$ cat src/rtl/fir_pkg.sv
`default_nettype none
// ============================================================================
// Module      : fir_pkg
// Description : Shared FIR filter parameters and controller state encoding.
// Revision    : 1.0 - initial release
// ============================================================================
package fir_pkg;

    localparam int NTAPS  = 5;
    localparam int DIN_W  = 8;
    localparam int DOUT_W = 16;

    typedef enum logic [2:0] {
        IDLE = 3'd0,
        LOAD = 3'd1,
        FULL = 3'd2,
        RUN  = 3'd3,
        ERR  = 3'd4
    } state_t;

endpackage
`default_nettype wire

$ cat src/rtl/fir_datapath.sv
`default_nettype none
// ============================================================================
// Module      : fir_datapath
// Description : FIR sample window, per-tap multipliers, adder and the
//               registered output with its one-cycle strobe.
// Revision    : 1.0 - initial release
// ============================================================================
module fir_datapath #(
    parameter int NTAPS  = 5,
    parameter int DIN_W  = 8,
    parameter int DOUT_W = 16
) (
    input  logic                   clk,
    input  logic                   reset,
    input  logic [DIN_W-1:0]       data_in,
    input  logic [NTAPS*DIN_W-1:0] coeffs,
    input  logic                   shift,
    input  logic                   clear,
    output logic [DOUT_W-1:0]      data_out,
    output logic                   out_enable
);

    logic [DIN_W-1:0]   samples [NTAPS];
    logic [DIN_W-1:0]   window  [NTAPS];
    logic [2*DIN_W-1:0] prod    [NTAPS];
    logic [DOUT_W-1:0]  sum;

    // Post-shift window: the incoming sample becomes the newest tap.
    always_comb begin
        window[0] = data_in;
        for (int i = 1; i < NTAPS; i++) begin
            window[i] = samples[i-1];
        end
    end

    // Full-width unsigned products, accumulated modulo 2^DOUT_W.
    always_comb begin
        sum = '0;
        for (int i = 0; i < NTAPS; i++) begin
            prod[i] = (2*DIN_W)'(coeffs[i*DIN_W +: DIN_W]) * (2*DIN_W)'(window[i]);
            sum     = sum + DOUT_W'(prod[i]);
        end
    end

    // Sample window: cleared on coefficient reload, shifted on accepted sample.
    always_ff @(posedge clk or negedge reset) begin
        if (!reset) begin
            for (int i = 0; i < NTAPS; i++) samples[i] <= '0;
        end else if (clear) begin
            for (int i = 0; i < NTAPS; i++) samples[i] <= '0;
        end else if (shift) begin
            for (int i = 0; i < NTAPS; i++) samples[i] <= window[i];
        end
    end

    // Output register holds between strobes; strobe follows each accepted sample.
    always_ff @(posedge clk or negedge reset) begin
        if (!reset) begin
            data_out   <= '0;
            out_enable <= 1'b0;
        end else begin
            out_enable <= shift;
            if (shift) data_out <= sum;
        end
    end

endmodule
`default_nettype wire

$ cat src/rtl/fir.sv
`default_nettype none
// ============================================================================
// Module      : fir
// Description : Loadable-coefficient unsigned FIR filter. Controller FSM,
//               coefficient store and load counter; datapath in fir_datapath.
// Revision    : 1.0 - initial release
// ============================================================================
module fir #(
    parameter int NTAPS  = fir_pkg::NTAPS,
    parameter int DIN_W  = fir_pkg::DIN_W,
    parameter int DOUT_W = fir_pkg::DOUT_W
) (
    input  logic              clk,
    input  logic              reset,
    input  logic [DIN_W-1:0]  data_in,
    input  logic              coef_enable,
    input  logic              sample_enable,
    output logic [DOUT_W-1:0] data_out,
    output logic              out_enable,
    output logic              error
);

    import fir_pkg::*;

    localparam int CNT_W = $clog2(NTAPS + 1);

    state_t                   state;
    state_t                   state_next;
    logic [CNT_W-1:0]         count;
    logic [CNT_W-1:0]         count_next;
    logic [DIN_W-1:0]         coeff [NTAPS];
    logic [NTAPS*DIN_W-1:0]   coeffs_flat;
    logic                     coef_store;
    logic [CNT_W-1:0]         coef_idx;
    logic                     accept;
    logic                     clear;

    // Next-state, coefficient-write and datapath-control decode.
    always_comb begin
        state_next = state;
        count_next = count;
        coef_store = 1'b0;
        coef_idx   = '0;
        accept     = 1'b0;
        clear      = 1'b0;
        if (coef_enable && sample_enable) begin
            state_next = ERR;
        end else begin
            case (state)
                IDLE: begin
                    if (coef_enable) begin
                        coef_store = 1'b1;
                        count_next = CNT_W'(1);
                        state_next = (NTAPS == 1) ? FULL : LOAD;
                    end else if (sample_enable) begin
                        state_next = ERR;
                    end
                end
                LOAD: begin
                    if (sample_enable) begin
                        state_next = ERR;
                    end else if (coef_enable) begin
                        coef_store = 1'b1;
                        coef_idx   = count;
                        count_next = count + CNT_W'(1);
                        if (count == CNT_W'(NTAPS - 1)) state_next = FULL;
                    end
                end
                FULL: begin
                    if (coef_enable) begin
                        state_next = ERR;
                    end else begin
                        state_next = RUN;
                        accept     = sample_enable;
                    end
                end
                RUN: begin
                    if (coef_enable) begin
                        // Reload: the new coefficient set starts from tap 0
                        // and the old sample history is discarded.
                        coef_store = 1'b1;
                        count_next = CNT_W'(1);
                        clear      = 1'b1;
                        state_next = (NTAPS == 1) ? FULL : LOAD;
                    end else if (sample_enable) begin
                        accept = 1'b1;
                    end
                end
                ERR:     state_next = ERR;
                default: state_next = ERR;
            endcase
        end
    end

    // State, load counter and registered error flag.
    always_ff @(posedge clk or negedge reset) begin
        if (!reset) begin
            state <= IDLE;
            count <= '0;
            error <= 1'b0;
        end else begin
            state <= state_next;
            count <= count_next;
            error <= (state_next == ERR);
        end
    end

    generate
        for (genvar g = 0; g < NTAPS; g++) begin : g_coef
            // Coefficient register for tap g; coeff[0] weights the newest sample.
            always_ff @(posedge clk or negedge reset) begin
                if (!reset) begin
                    coeff[g] <= '0;
                end else if (coef_store && (coef_idx == CNT_W'(g))) begin
                    coeff[g] <= data_in;
                end
            end
            assign coeffs_flat[g*DIN_W +: DIN_W] = coeff[g];
        end
    endgenerate

    fir_datapath #(
        .NTAPS  (NTAPS),
        .DIN_W  (DIN_W),
        .DOUT_W (DOUT_W)
    ) dp (
        .clk        (clk),
        .reset      (reset),
        .data_in    (data_in),
        .coeffs     (coeffs_flat),
        .shift      (accept),
        .clear      (clear),
        .data_out   (data_out),
        .out_enable (out_enable)
    );

endmodule
`default_nettype wire

$ cat config.mk
export PLATFORM = sky130hd
export DESIGN_NAME = fir
export DESIGN_NICKNAME = d
export VERILOG_FILES = /design/src/rtl/fir_pkg.sv /design/src/rtl/fir_datapath.sv /design/src/rtl/fir.sv
export SDC_FILE = /design/constraint.sdc
export NUM_CORES = 1
export LEC_CHECK = 0
export BUFFER_PORTS_ARGS = -buffer_cell sky130_fd_sc_hd__buf_2
export CORE_ASPECT_RATIO = 1.4
export CORE_MARGIN = 3
export CORE_UTILIZATION = 30
export CTS_CLUSTER_SIZE = 28
export DETAILED_ROUTE_END_ITERATION = 8
export GPL_ROUTABILITY_DRIVEN = 0
export HOLD_SLACK_MARGIN = 0.1
export PLACE_DENSITY = 0.42
export SLEW_MARGIN = 20
export SYNTH_ARGS = -nofsm -noshare
export SYNTH_HDL_FRONTEND = slang
export SYNTH_SLANG_ARGS = --single-unit
$ cat constraint.sdc
create_clock -name clk -period 8.85 [get_ports clk]
set_input_delay 0.4425 -clock clk [delete_from_list [all_inputs] [get_ports clk]]
set_output_delay 0.4425 -clock clk [all_outputs]
set_load 0.02 [all_outputs]
Word level (Yosys, flattened, before mapping). Cells that the tools add are included.

Register bits: 96. Input bits: 12. Output and inout bits: 18. Word-level logic and storage cells: 79.

$add $sub $neg: 5. $mul: 5. Equal/unequal tests: 12. Mux-type cells: 30. Bitwise gates (word level): 1. Reductions and logical operators: 12.

Operators with widths (number): multiplier 8 x 8 -> 16 bit (5); 2-to-1 mux 40 bit (2); adder 16 bit (4); 2-to-1 mux 3 bit (15); == test 3 x 2 -> 1 bit, second input constant (4); one-hot mux 3 bit (4 select lines) (1); == test 3 bit, second input constant (3); 2-to-1 mux 1 bit (9); == test 3 x 1 -> 1 bit, second input constant (2); logical AND 1 bit (6); zero test 3 bit (2); one-hot mux 3 bit (2 select lines) (1); AND reduction 5 bit (1); != test 2 bit, second input constant (2); one-hot mux 1 bit (2 select lines) (2); nonzero test 2 bit (2); adder 3 x 1 -> 3 bit, second input constant (1); != test 2 x 1 -> 1 bit, second input constant (1); OR reduction 2 bit (1); NOT 1 bit (1).

Logic depth before layout (Yosys ltp). Gate-level depths: netlist (run 1).

Depth in word-level cells: 7. Gate-level depth with buffers: 25. Depth with buffers taken out: 24.

Cells and area by module. Synthesis (run 1) repeated with hierarchy kept, for this count alone.

Cell total of the unflattened synthesis: 1508. Area, all modules: 14990.6 um^2.

Modules (own cells, without submodules): fir_datapath (times used 1, cells each 1382, area each 13065.0 um^2, seq. area each 1226.2 um^2); fir (times used 1, cells each 126, area each 1925.6 um^2, seq. area each 1176.1 um^2).

Worst setup path after synthesis (run 1). OpenSTA, ideal clock, no wires.

Path type: input-to-reg. Start point: in data_in[4]. End point: reg dp.data_out[13]. Library setup time: 0.135 ns. Arrival: 6.347 ns. Data required time: 8.715 ns. Setup slack: 2.368 ns. Stages on the path: 22. Path buffers: 1. Cells stage by stage: clkbuf_1 -> nand2_1 -> fa_1 -> inv_1 -> fa_1 -> fa_1 -> inv_1 -> fa_1 -> fa_1 -> inv_1 -> fa_1 -> fa_1 -> inv_1 -> fa_1 -> inv_1 -> ha_1 -> a2111oi_0 -> o21a_1 -> o21ai_0 -> a21oi_1 -> xor2_1 -> o21ai_0.

Word-level cells in the longest chain between the ends: 5.

Ends and longest elaborated chain: from (decl) (RTL line fir.sv:15) `input logic [DIN_W-1:0] data_in,`; multiplier 8 x 8 -> 16 bit (RTL line fir_datapath.sv:40) `prod[i] = (2*DIN_W)'(coeffs[i*DIN_W +: DIN_W]) * (2*DIN_W)'(window[i]);`; adder 16 bit (4 in a row) (RTL line fir_datapath.sv:41) `sum = sum + DOUT_W'(prod[i]);`; to (signal assigned) (RTL line fir_datapath.sv:63) `if (shift) data_out <= sum;`; to (decl) (RTL line fir_datapath.sv:19) `output logic [DOUT_W-1:0] data_out,`.

No other way between the ends. A chain may end at the register's enable or synchronous reset.

Worst setup path after layout (run 1).
Start point: reg coeff[4] (netlist name). End point: reg dp.data_out[13].

Word-level cells in the longest chain between the ends: 2.

Ends and longest elaborated chain: from (decl) (RTL line fir.sv:31) `logic [DIN_W-1:0] coeff [NTAPS];`; from (signal, indexed assignment) (RTL line fir.sv:115) `coeff[g] <= data_in;`; multiplier 8 x 8 -> 16 bit (RTL line fir_datapath.sv:40); adder 16 bit (RTL line fir_datapath.sv:41).

No other way between the ends.

==> summary.md, run 1 <==
| Metric | Value |
|---|---|
| Clock Tree Buf Depth | `2` |
| Diodes inserted | `0` |
| Vias in the first global route | `11000` |
| Min Tclk post-route | `6.747 ns` |
| Post-synth EDFFs | `0` |
| Drt drc | `0` |
| Max-Slew Margin vs Limit | `about two fifths` |
| Arrival @ worst endpoint | `7.00 ns` |
| Hold Startpoint | `coef_enable` |
| Worst setup EP type | `flip-flop` |
| Crit-path max FO | `9` |
| Worst Hold End | `state[1]` |
| Synthesized cell area | `around 15000 um^2` |
| Clock sinks | `96` |
| Starting density of the core | `approximately 31%` |
| CP startpoint | `coeff[4]` |
| Fmax | `148.2 MHz` |
| Initial drt markers | `around 380` |
| Post-cts sizing count | `0` |
| Period utilisation layout | `between 70 and 80%` |
| Clk_lat worst skew | `approximately 0.4 ns` |
| H-Tree Depth | `3` |
| Dpl hpwl | `between 30000 and 40000 um` |
| Synthesized instance count | `1529` |
| I/O pin cnt | `30` |
| PD cells | `approximately 65 nW/um^2` |
| Netlist cell types | `between 40 and 50` |
| RSZ-0062 raised after global routing | `no` |
| Synth top area share | `between 30% and 40%` |
| Root buffer cell | `clkbuf_16` |
| Prevailing post-synth register cell | `dfrtp_1` |
| Worst-case reg-to-reg path depth | `22` |
| Slew Limit Fails | `0` |
| I/O Buffers | `29` |
| Layout cells sized above 1 | `between 6 and 7%` |
| Setup CP Type | `flip-flop to flip-flop` |
| TritonCTS clock tree | `yes` |
| Nets | `~2000` |
| TritonCTS buffer count | `9` |
| R2r startpoint | `coeff[4]` |
| Pin count of the biggest net entering global routing | `between 50 and 60` |
| Layout area overhead | `7.229%` |
| Final hold slack | `between 0.3 and 0.4 ns` |
| Skew final | `0.01133 ns` |
| RR Endpoint | `dp.data_out[13]` |
| CTS Hold Bufs | `1` |
| Gr ovfl total | `0` |
| Synth top area cells | `fa_1 (38%), dfrtp_1 (16%), ha_1 (12%)` |
| Die H | `around 270 um` |
| Least-Margin Pin Slew | `0.9254 ns` |
| Cell with the most instances after synthesis | `inv_1` |
| Leak | `around 8.4 nW` |
| Leading area contributor after synthesis | `fa_1` |
| Total wire length | `between 40000 and 50000 um` |
| Reg2Reg Setup Slack | `approximately 2.1 ns` |
| Hold depth | `3` |
| Cell row count | `95` |
| Antenna violations before repair | `0` |
| Average wire per standard cell | `19.37 um` |
| ANT nets after route | `0` |
| Final hold violations | `0` |
| Post-synth top cells | `inv_1 (389), fa_1 (280), and2_1 (223), nand2_1 (187), ha_1 (140)` |
| Total negative slack | `0 ns` |
| Post-CTS Setup Bufs | `0` |
| Startpoint Class | `flip-flop` |
| Status | `finished clean` |
| Core area | `slightly below 50000 um^2` |
| Die area | `about 52000 um^2` |
| Clock-pin slew on the worst setup and hold paths | `about 0.080 ns` |
| Endpoints failing setup | `0` |
| YS warnings | `0` |
| Syn nets | `a little under 2000` |
| Sequential share of the synthesized area | `16.14%` |
| Total of max-cap violations | `0` |
| Required @ worst endpoint | `approximately 9.1 ns` |
| Via count | `around 9700` |
| Syn_area_per_cell | `around 10 um^2` |
| HP Class | `primary input to flip-flop` |
| DR vias/cell | `about 4.5` |
| Synthesized flop and latch total | `between 90 and 100` |
| DR pass1 iterations | `4` |
| VDD IR max | `0.00009556 V` |
| Global Route Usage Sum | `~17%` |
| Die Wd | `about 200 um` |
| First-pass GRT wire length | `~66000 um` |
| Post-synth ARST share | `100.0%` |
worst max path at each step:
stage	to	slack [ns]	depth (start not counted)
2_1_floorplan	dp.data_out[13]	2.37	22
3_3_place_gp	dp.data_out[13]	1.89	22
3_5_place_dp	dp.data_out[13]	1.88	22
4_1_cts	dp.data_out[13]	2.04	22
5_1_grt	dp.data_out[13]	1.73	21
6_report	dp.data_out[13]	2.10	22
routing by layer:
layer / up-vias / routed length, um / GRT usage (%)
li1: 4483 / - / -
met1: 5070 / 15400 / 18.52
met2: 109 / 24100 / 32.98
met3: 45 / 896 / 1.673
met4: 0 / 1555 / 6.712
met5: - / 0 / 0
worst max-delay path: stages (launching register included):
cell,delay (ns)
dfrtp_1,0.50
and2_1,0.23
fa_1,0.53
inv_1,0.05
fa_1,0.47
inv_1,0.05
fa_1,0.47
inv_1,0.09
fa_1,0.51
fa_1,0.51
inv_1,0.07
fa_1,0.50
fa_1,0.50
inv_1,0.05
fa_1,0.47
inv_1,0.04
ha_1,0.37
a2111oi_0,0.40
o21a_1,0.27
o21ai_0,0.12
a21oi_1,0.19
xor2_1,0.14
o21ai_0,0.09
stage by stage:
stage               total power [W]  area [um^2]  utilization, %  worst slack [ns]  std cells
floorplan                 0.0005753        14880               -             2.368       1529
global placement          0.0006557        15680           32.33             1.892       2150
detailed placement        0.0006567        15680           32.33             1.882       2150
CTS                        0.001076        15960           32.91             2.045       2166
global route               0.001106        15960           32.91             1.731       2166
finish                     0.001044        15960           32.91             2.103       2166
flip-flops by register name, indices dropped and copies added, names as in the netlist:
| signal | flops |
|---|---|
| coeff | 40 |
| dp.samples | 32 |
| dp.data_out | 16 |
| count | 3 |
| state | 3 |
| dp.out_enable | 1 |
| error | 1 |
cells by family after synthesis:
kind of cell	count (synthesis)	synth area share [%]
AND/OR/NAND/NOR	432	15.41
flip-flops	96	16.14
AO/OA/AOI/OAI	84	3.337
buffers and inverters	432	10.98
multiplexers	41	3.295
adder cells (fa/ha/maj)	420	49.43
XOR/XNOR	24	1.412
layout make-up:
class,instances,area [um^2]
fill,5161,32540
timing repair buffer,34,187.7
sequential,96,2402
multi-input combinational,1001,10850
clock inverter,5,40.04
clock buffer,10,229.0
inverter,390,1464
tap,630,788.3
report_power, final:
group / internal [W] / total (W) / switching [W] / leakage, nW
clock network: 0.000193 / 0.000407 / 0.000214 / 0.134
logic: 0.0000697 / 0.000190 / 0.000120 / 6.90
registers: 0.000441 / 0.000448 / 0.00000752 / 1.33
layout by cell type (no fill, tap or decap), types with 2 or more instances in the layout:
cell       netlist  routed
nor4_4           2       2
mux2_4           8       8
nor2_1           5       5
dfrtp_1         96      96
a21o_1           5       5
o21a_1           3       3
o21ai_0         20      20
clkbuf_16        0       9
fa_1           280     280
and2_1         223     223
nand2_1        187     187
o211ai_1         2       2
xnor2_1         18      18
buf_4            0       5
o21bai_1         3       3
nand3_1          2       2
mux2_2          32      32
xor2_1           6       6
inv_1          389     389
ha_1           140     140
o2111ai_1        2       2
inv_6            0       3
a21oi_1         41      41
buf_2            4      28
nand2b_1         3       3
Power figures use the tool's default switching activity.
==> run 2, diff against run 1 <==
==> constraint.sdc (replaced) <==
create_clock -name clk -period 6.5 [get_ports clk]
set_input_delay 0.325 -clock clk [delete_from_list [all_inputs] [get_ports clk]]
set_output_delay 0.325 -clock clk [all_outputs]
set_load 0.02 [all_outputs]
==> run 2 against run 1 <==
Net effect: design area rose by 7.3%; via count rose by 4.7%; global-route usage rose by 0.55 points; clock-buffer cell count did not move; worst setup slack got worse by 1.9 ns; clock power rose by 42%; core utilization rose by 2.4 points; combinational power rose by 72%.
==> summary.md, run 2 (synthesized netlist as in run 1, its figures left out) <==
| Metric | Value |
|---|---|
| Gr ovfl total | `0` |
| Clock sinks | `96` |
| Status | `finished clean` |
| Nets | `roughly 2100` |
| Starting density of the core | `30.69%` |
| GR Util met3 | `about 2.1%` |
| ANT nets after route | `0` |
| Initial drt markers | `342` |
| Clock-pin slew on the worst setup and hold paths | `0.08 ns` |
| TritonCTS clock tree | `yes` |
| RSZ-0062 raised after global routing | `yes` |
| HP Class | `primary input to flip-flop` |
| Commonest non-fill, non-tap cell in the layout | `inv_1` |
| Slew Limit Fails | `0` |
| Layout cells sized above 1 | `approximately 16%` |
| Layout fillers | `slightly above 5000` |
| Period utilisation layout | `roughly 100%` |
| Multi-input logic area | `10990 um^2` |
| Vias in the first global route | `around 12000` |
| Startpoint Class | `flip-flop` |
| Average wire per standard cell | `18.94 um` |
| Min Tclk post-route | `6.346 ns` |
| GR peak layer | `met2` |
| Clock Tree Buf Depth | `2` |
| Final hold violations | `0` |
| Skew final | `roughly 0.017 ns` |
| Global Route Usage Sum | `between 10% and 20%` |
| Worst setup EP type | `flip-flop` |
| Commonest non-fill, non-tap cells in the layout | `inv_1 (382), fa_1 (274), and2_1 (220)` |
| Core area | `48500 um^2` |
| I/O pin cnt | `30` |
| Clk_lat worst skew | `0.40 ns` |
| Total negative slack | `0 ns` |
| Total of max-cap violations | `0` |
| M2 GR Usage | `between 30% and 40%` |
| Least-Margin Pin Slew | `1.053 ns` |
| Max reg flops | `40` |
| Crit path cell chain | `and2_1 > fa_1 > inv_1 > fa_1 > fa_1 > inv_1 > fa_1 > fa_1 > fa_1 > fa_1 > inv_1 > fa_1 > inv_2 > ha_4 > buf_6 > a2111oi_4 > buf_4 > o21bai_1 > xnor2_1 > o21ai_1` |
| Total wire length | `43500 um` |
| Leak | `approximately 9 nW` |
| First-pass GRT wire length | `roughly 69000 um` |
| VDD IR max | `0.0001395 V` |
| Antenna violations before repair | `1` |
| Crit-path most repeated cell | `fa_1` |
| DR pass1 iterations | `7` |
| Die area | `52360 um^2` |
| Met1 Use GR | `about 20%` |
| Cell row count | `95` |
| Largest registers | `coeff: 40 flops, dp.samples: 32 flops, dp.data_out: 16 flops` |
| TritonCTS buffer count | `9` |
| CP max-delay cell | `fa_1` |
| Pin count of the biggest net entering global routing | `53` |
| Post-DP Area | `about 17000 um^2` |
| Setup CP Type | `flip-flop to flip-flop` |
| Root buffer cell | `clkbuf_16` |
| Fin area | `between 15000 and 20000 um^2` |
| Required @ worst endpoint | `6.76 ns` |
| Drt drc | `0` |
| DR vias/cell | `4.424` |
| Endpoints failing setup | `0` |
| H-Tree Depth | `3` |
| Via count | `10160` |
| Max-Slew Margin vs Limit | `~30%` |
| Arrival @ worst endpoint | `about 6.6 ns` |
| Layout area overhead | `15.03%` |
| Fmax | `around 160 MHz` |
| PD cells | `~88 nW/um^2` |
| Dpl hpwl | `36550 um` |
| Die Wd | `between 150 and 200 um` |
| Reg area | `between 2000 and 2500 um^2` |
| I/O Buffers | `29` |
| Die H | `~270 um` |
| Biggest register | `coeff` |
| Crit-path max FO | `7` |
| Max stage delay on crit path | `0.55 ns` |
==> run 2: repair_timing <==
item	CTS	global route
resized for setup	17	41
pin swaps	15	27
setup endpoints to repair	4	8
hold endpoints to repair	51	0
hold buffers	1	0
setup buffers	5	6
==> run 2: final cells by class <==
cell class	count	share of cell area (%)
flip-flops and latches	96	14.13
multi-input cells	1001	64.20
repair buffers	163	6.818
diodes	1	0.01462
inverters	390	8.550
clock inverters	6	0.2923
clock buffers	10	1.396
well taps	630	4.604
==> run 2: routing by layer <==
metal  share of wire (%)  vias up
li1                    -     4741
met1                  38     5241
met2                  56      130
met3                 2.6       50
met4                 3.5        0
met5                   0        -
==> run 2: critical path: cells and delay by family (launching register included) <==
kind,cells,cell delay [ns]
xor+xnor,1,0.25
simple gates,1,0.18
fa+ha+maj,9,4.28
flops,1,0.48
buf+inv,6,0.51
compound gates,3,0.52
==> run 2: stage by stage <==
stage | hold WS (ns) | util (%) | power (W) | setup slack (ns) | instances
finish | 0.2257 | 35.30 | 0.001508 | 0.1540 | 2297
global route | 0.2154 | 35.30 | 0.001585 | -0.07677 | 2296
CTS | 0.2038 | 34.98 | 0.001524 | 0.007533 | 2290
detailed placement | 0.4437 | 34.16 | 0.0009278 | -0.1807 | 2268
global placement | 0.4426 | 34.16 | 0.0009267 | -0.1400 | 2268
floorplan | 0.02941 | - | 0.0007833 | 0.1359 | 1529
==> run 2: worst paths after layout <==
path	startpoint	to	slack, ns	depth (start not counted)
setup / recovery	dp.samples[19]	dp.data_out[10]	0.15	20
hold / removal	coef_enable	state[1]	0.23	3
setup reg to reg	dp.samples[19]	dp.data_out[10]	0.15	20
hold reg to reg	dp.data_out[3]	dp.data_out[3]	0.48	2
max in group asynchronous	reset	dp.samples[28]	4.69	3
min in group asynchronous	reset	state[2]	0.52	2
==> run 2: power breakdown <==
| part | switching, W | leakage [nW] | internal [W] | total (W) |
|---|---|---|---|---|
| registers | 0.00000432 | 1.30 | 0.000600 | 0.000604 |
| clock network | 0.000300 | 0.142 | 0.000277 | 0.000577 |
| logic | 0.000197 | 7.59 | 0.000129 | 0.000326 |
| total | 0.000501 | 9.04 | 0.00101 | 0.00151 |
==> run 3, diff against run 2 <==
--- a/config.mk
+++ b/config.mk
@@ -9,11 +9,13 @@
 export CORE_ASPECT_RATIO = 1.4
 export CORE_MARGIN = 3
 export CORE_UTILIZATION = 30
+export CTS_BUF_LIST = sky130_fd_sc_hd__clkbuf_8
 export CTS_CLUSTER_SIZE = 28
 export DETAILED_ROUTE_END_ITERATION = 8
 export GPL_ROUTABILITY_DRIVEN = 0
 export HOLD_SLACK_MARGIN = 0.1
 export PLACE_DENSITY = 0.42
+export RECOVER_POWER = 25
 export SLEW_MARGIN = 20
 export SYNTH_ARGS = -nofsm -noshare
 export SYNTH_HDL_FRONTEND = slang
==> run 3 against run 2 <==
Net effect: the flow now finishes with violations (capacitance limit, slew limit); flip-flop and latch count did not move; critical path type unchanged; sequential power hardly changed; sequential share of layout area barely moved; largest cell class unchanged; non-clock buffer count rose by 5; clock skew up 0.0098 ns; largest power group unchanged.
==> summary.md, run 3 (synthesized netlist as in run 1, its figures left out) <==
| Metric | Value |
|---|---|
| Cell row count | `between 90 and 100` |
| Layout fillers | `5103` |
| I/O Buffers | `29` |
| Required @ worst endpoint | `6.82 ns` |
| Via count | `roughly 10000` |
| Vias in the first global route | `around 12000` |
| Clock-pin slew on the worst setup and hold paths | `0.11 ns` |
| Final hold violations | `0` |
| Setup CP Type | `flip-flop to flip-flop` |
| Dpl hpwl | `36550 um` |
| DR vias/cell | `roughly 4.4` |
| Initial drt markers | `330` |
| Die Wd | `approximately 190 um` |
| First-pass GRT wire length | `between 60000 and 70000 um` |
| Endpoints failing setup | `0` |
| Gr ovfl total | `0` |
| Clk_lat worst skew | `between 0.4 and 0.5 ns` |
| R2r startpoint | `dp.samples[12]` |
| Final hold slack | `between 0.15 and 0.2 ns` |
| Worst setup EP type | `flip-flop` |
| Hold Startpoint | `coef_enable` |
| DR pass1 iterations | `4` |
| Clock Tree Buf Depth | `2` |
| Hold depth | `3` |
| CP startpoint | `dp.samples[12]` |
| Nets | `~2100` |
| Largest registers | `coeff: 40 flops, dp.samples: 32 flops, dp.data_out: 16 flops` |
| Layout cells sized above 1 | `between 10% and 20%` |
| Period utilisation layout | `a little over nine tenths` |
| VDD IR max | `roughly 0.000091 V` |
| Pre-CTS setup slack | `-0.1807 ns` |
| RSZ-0062 raised after global routing | `yes` |
| Root buffer cell | `clkbuf_8` |
| Skew final | `approximately 0.027 ns` |
| Final core utilization | `35.30%` |
| Core area | `between 40000 and 50000 um^2` |
| Total of max-cap violations | `1` |
| Leak | `approximately 9.0 nW` |
| Startpoint Class | `flip-flop` |
| Worst setup margin | `about 0.19 ns` |
| TritonCTS clock tree | `yes` |
| Commonest non-fill, non-tap cell in the layout | `inv_1` |
| Least-Margin Pin Slew | `about 3.3 ns` |
| Fmax | `around 160 MHz` |
| Antenna violations before repair | `1` |
| Commonest non-fill, non-tap cells in the layout | `inv_1 (380), fa_1 (272), and2_1 (217)` |
| Status | `complete, but fails checks` |
| Violated checks | `capacitance limit, slew limit` |
| Slew Limit Fails | `53` |
| Pin count of the biggest net entering global routing | `53` |
| Min Tclk post-route | `approximately 6.3 ns` |
| Clock sinks | `between 90 and 100` |
| Average wire per standard cell | `between 15 and 20 um` |
| Total wire length | `43460 um` |
| Max reg flops | `40` |
| I/O pin cnt | `30` |
| Biggest register | `coeff` |
| HP Class | `primary input to flip-flop` |
| PD cells | `80.08 nW/um^2` |
| Drt drc | `0` |
| Worst-case reg-to-reg path depth | `20` |
| Max-Slew Margin vs Limit | `-123.1%` |
| Crit-path max FO | `6` |
| ANT nets after route | `0` |
| Starting density of the core | `a little under a third` |
| Arrival @ worst endpoint | `between 6 and 7 ns` |
| Total negative slack | `0 ns` |
| Die area | `approximately 52000 um^2` |
| Layout area overhead | `15.02%` |
| Global Route Usage Sum | `17.42%` |
| TritonCTS buffer count | `9` |
| H-Tree Depth | `3` |
| Die H | `between 200 and 300 um` |
[run 3: cell types whose count changed in the layout (fill, tap and decap cells not counted), sizes merged]
cell    change
clkbuf      +1
buf         +4
[run 3: metrics by stage]
stage               total power (W)  cells  area, um^2
finish                     0.001371   2302       17120
global route               0.001447   2301       17120
CTS                        0.001384   2291       16850
detailed placement        0.0009278   2268       16570
global placement          0.0009267   2268       16570
floorplan                 0.0007833   1529       14880
[run 3: metal layers]
metal,share of wire (%),GRT usage [%]
met5,0,0
met4,3.1,5.597
met3,2.2,2.023
met2,56,33.66
met1,38,19.75
[run 3: where the power goes]
part	switching [W]	internal (W)
sequential	0.00000433	0.000600
combinational	0.000194	0.000133
clock	0.000284	0.000156
[run 3: final timing paths]
path	end	slack, ns
min in group asynchronous	state[2]	1.52
setup reg to reg	dp.data_out[10]	0.19
hold reg to reg	dp.data_out[3]	0.48
max in group asynchronous	coeff[27]	2.80
hold / removal	state[1]	0.17
setup / recovery	dp.data_out[10]	0.19
[run 3: worst max-delay path, cell delays in order (launching register included)]
cell       delay [ns]
dfrtp_2          0.46
and2_4           0.17
fa_1             0.50
fa_1             0.54
inv_2            0.04
fa_2             0.56
fa_1             0.41
inv_1            0.11
fa_1             0.46
fa_1             0.47
fa_1             0.51
inv_1            0.05
fa_1             0.49
inv_1            0.07
ha_4             0.21
a21o_1           0.21
a2111oi_4        0.35
buf_4            0.16
o21bai_1         0.07
xnor2_1          0.26
o21ai_1          0.09
[run 3: layout make-up]
type	instances	area, um^2	share of cell area, %
clock inverters	6	50.05	0.2923
diodes	1	2.502	0.01462
multi-input cells	1001	11030	64.42
inverters	390	1464	8.551
well taps	630	788.3	4.604
flip-flops and latches	96	2421	14.14
clock buffers	10	137.6	0.8039
repair buffers	168	1227	7.169
[run 3: repair_timing]
action                                 in CTS  in global routing
gates resized for setup                    15                 61
setup endpoints to repair                   4                  8
setup buffers                               6                 10
hold buffers                                1                  0
endpoints found under the hold margin      51                  0
pin swaps                                  15                 43
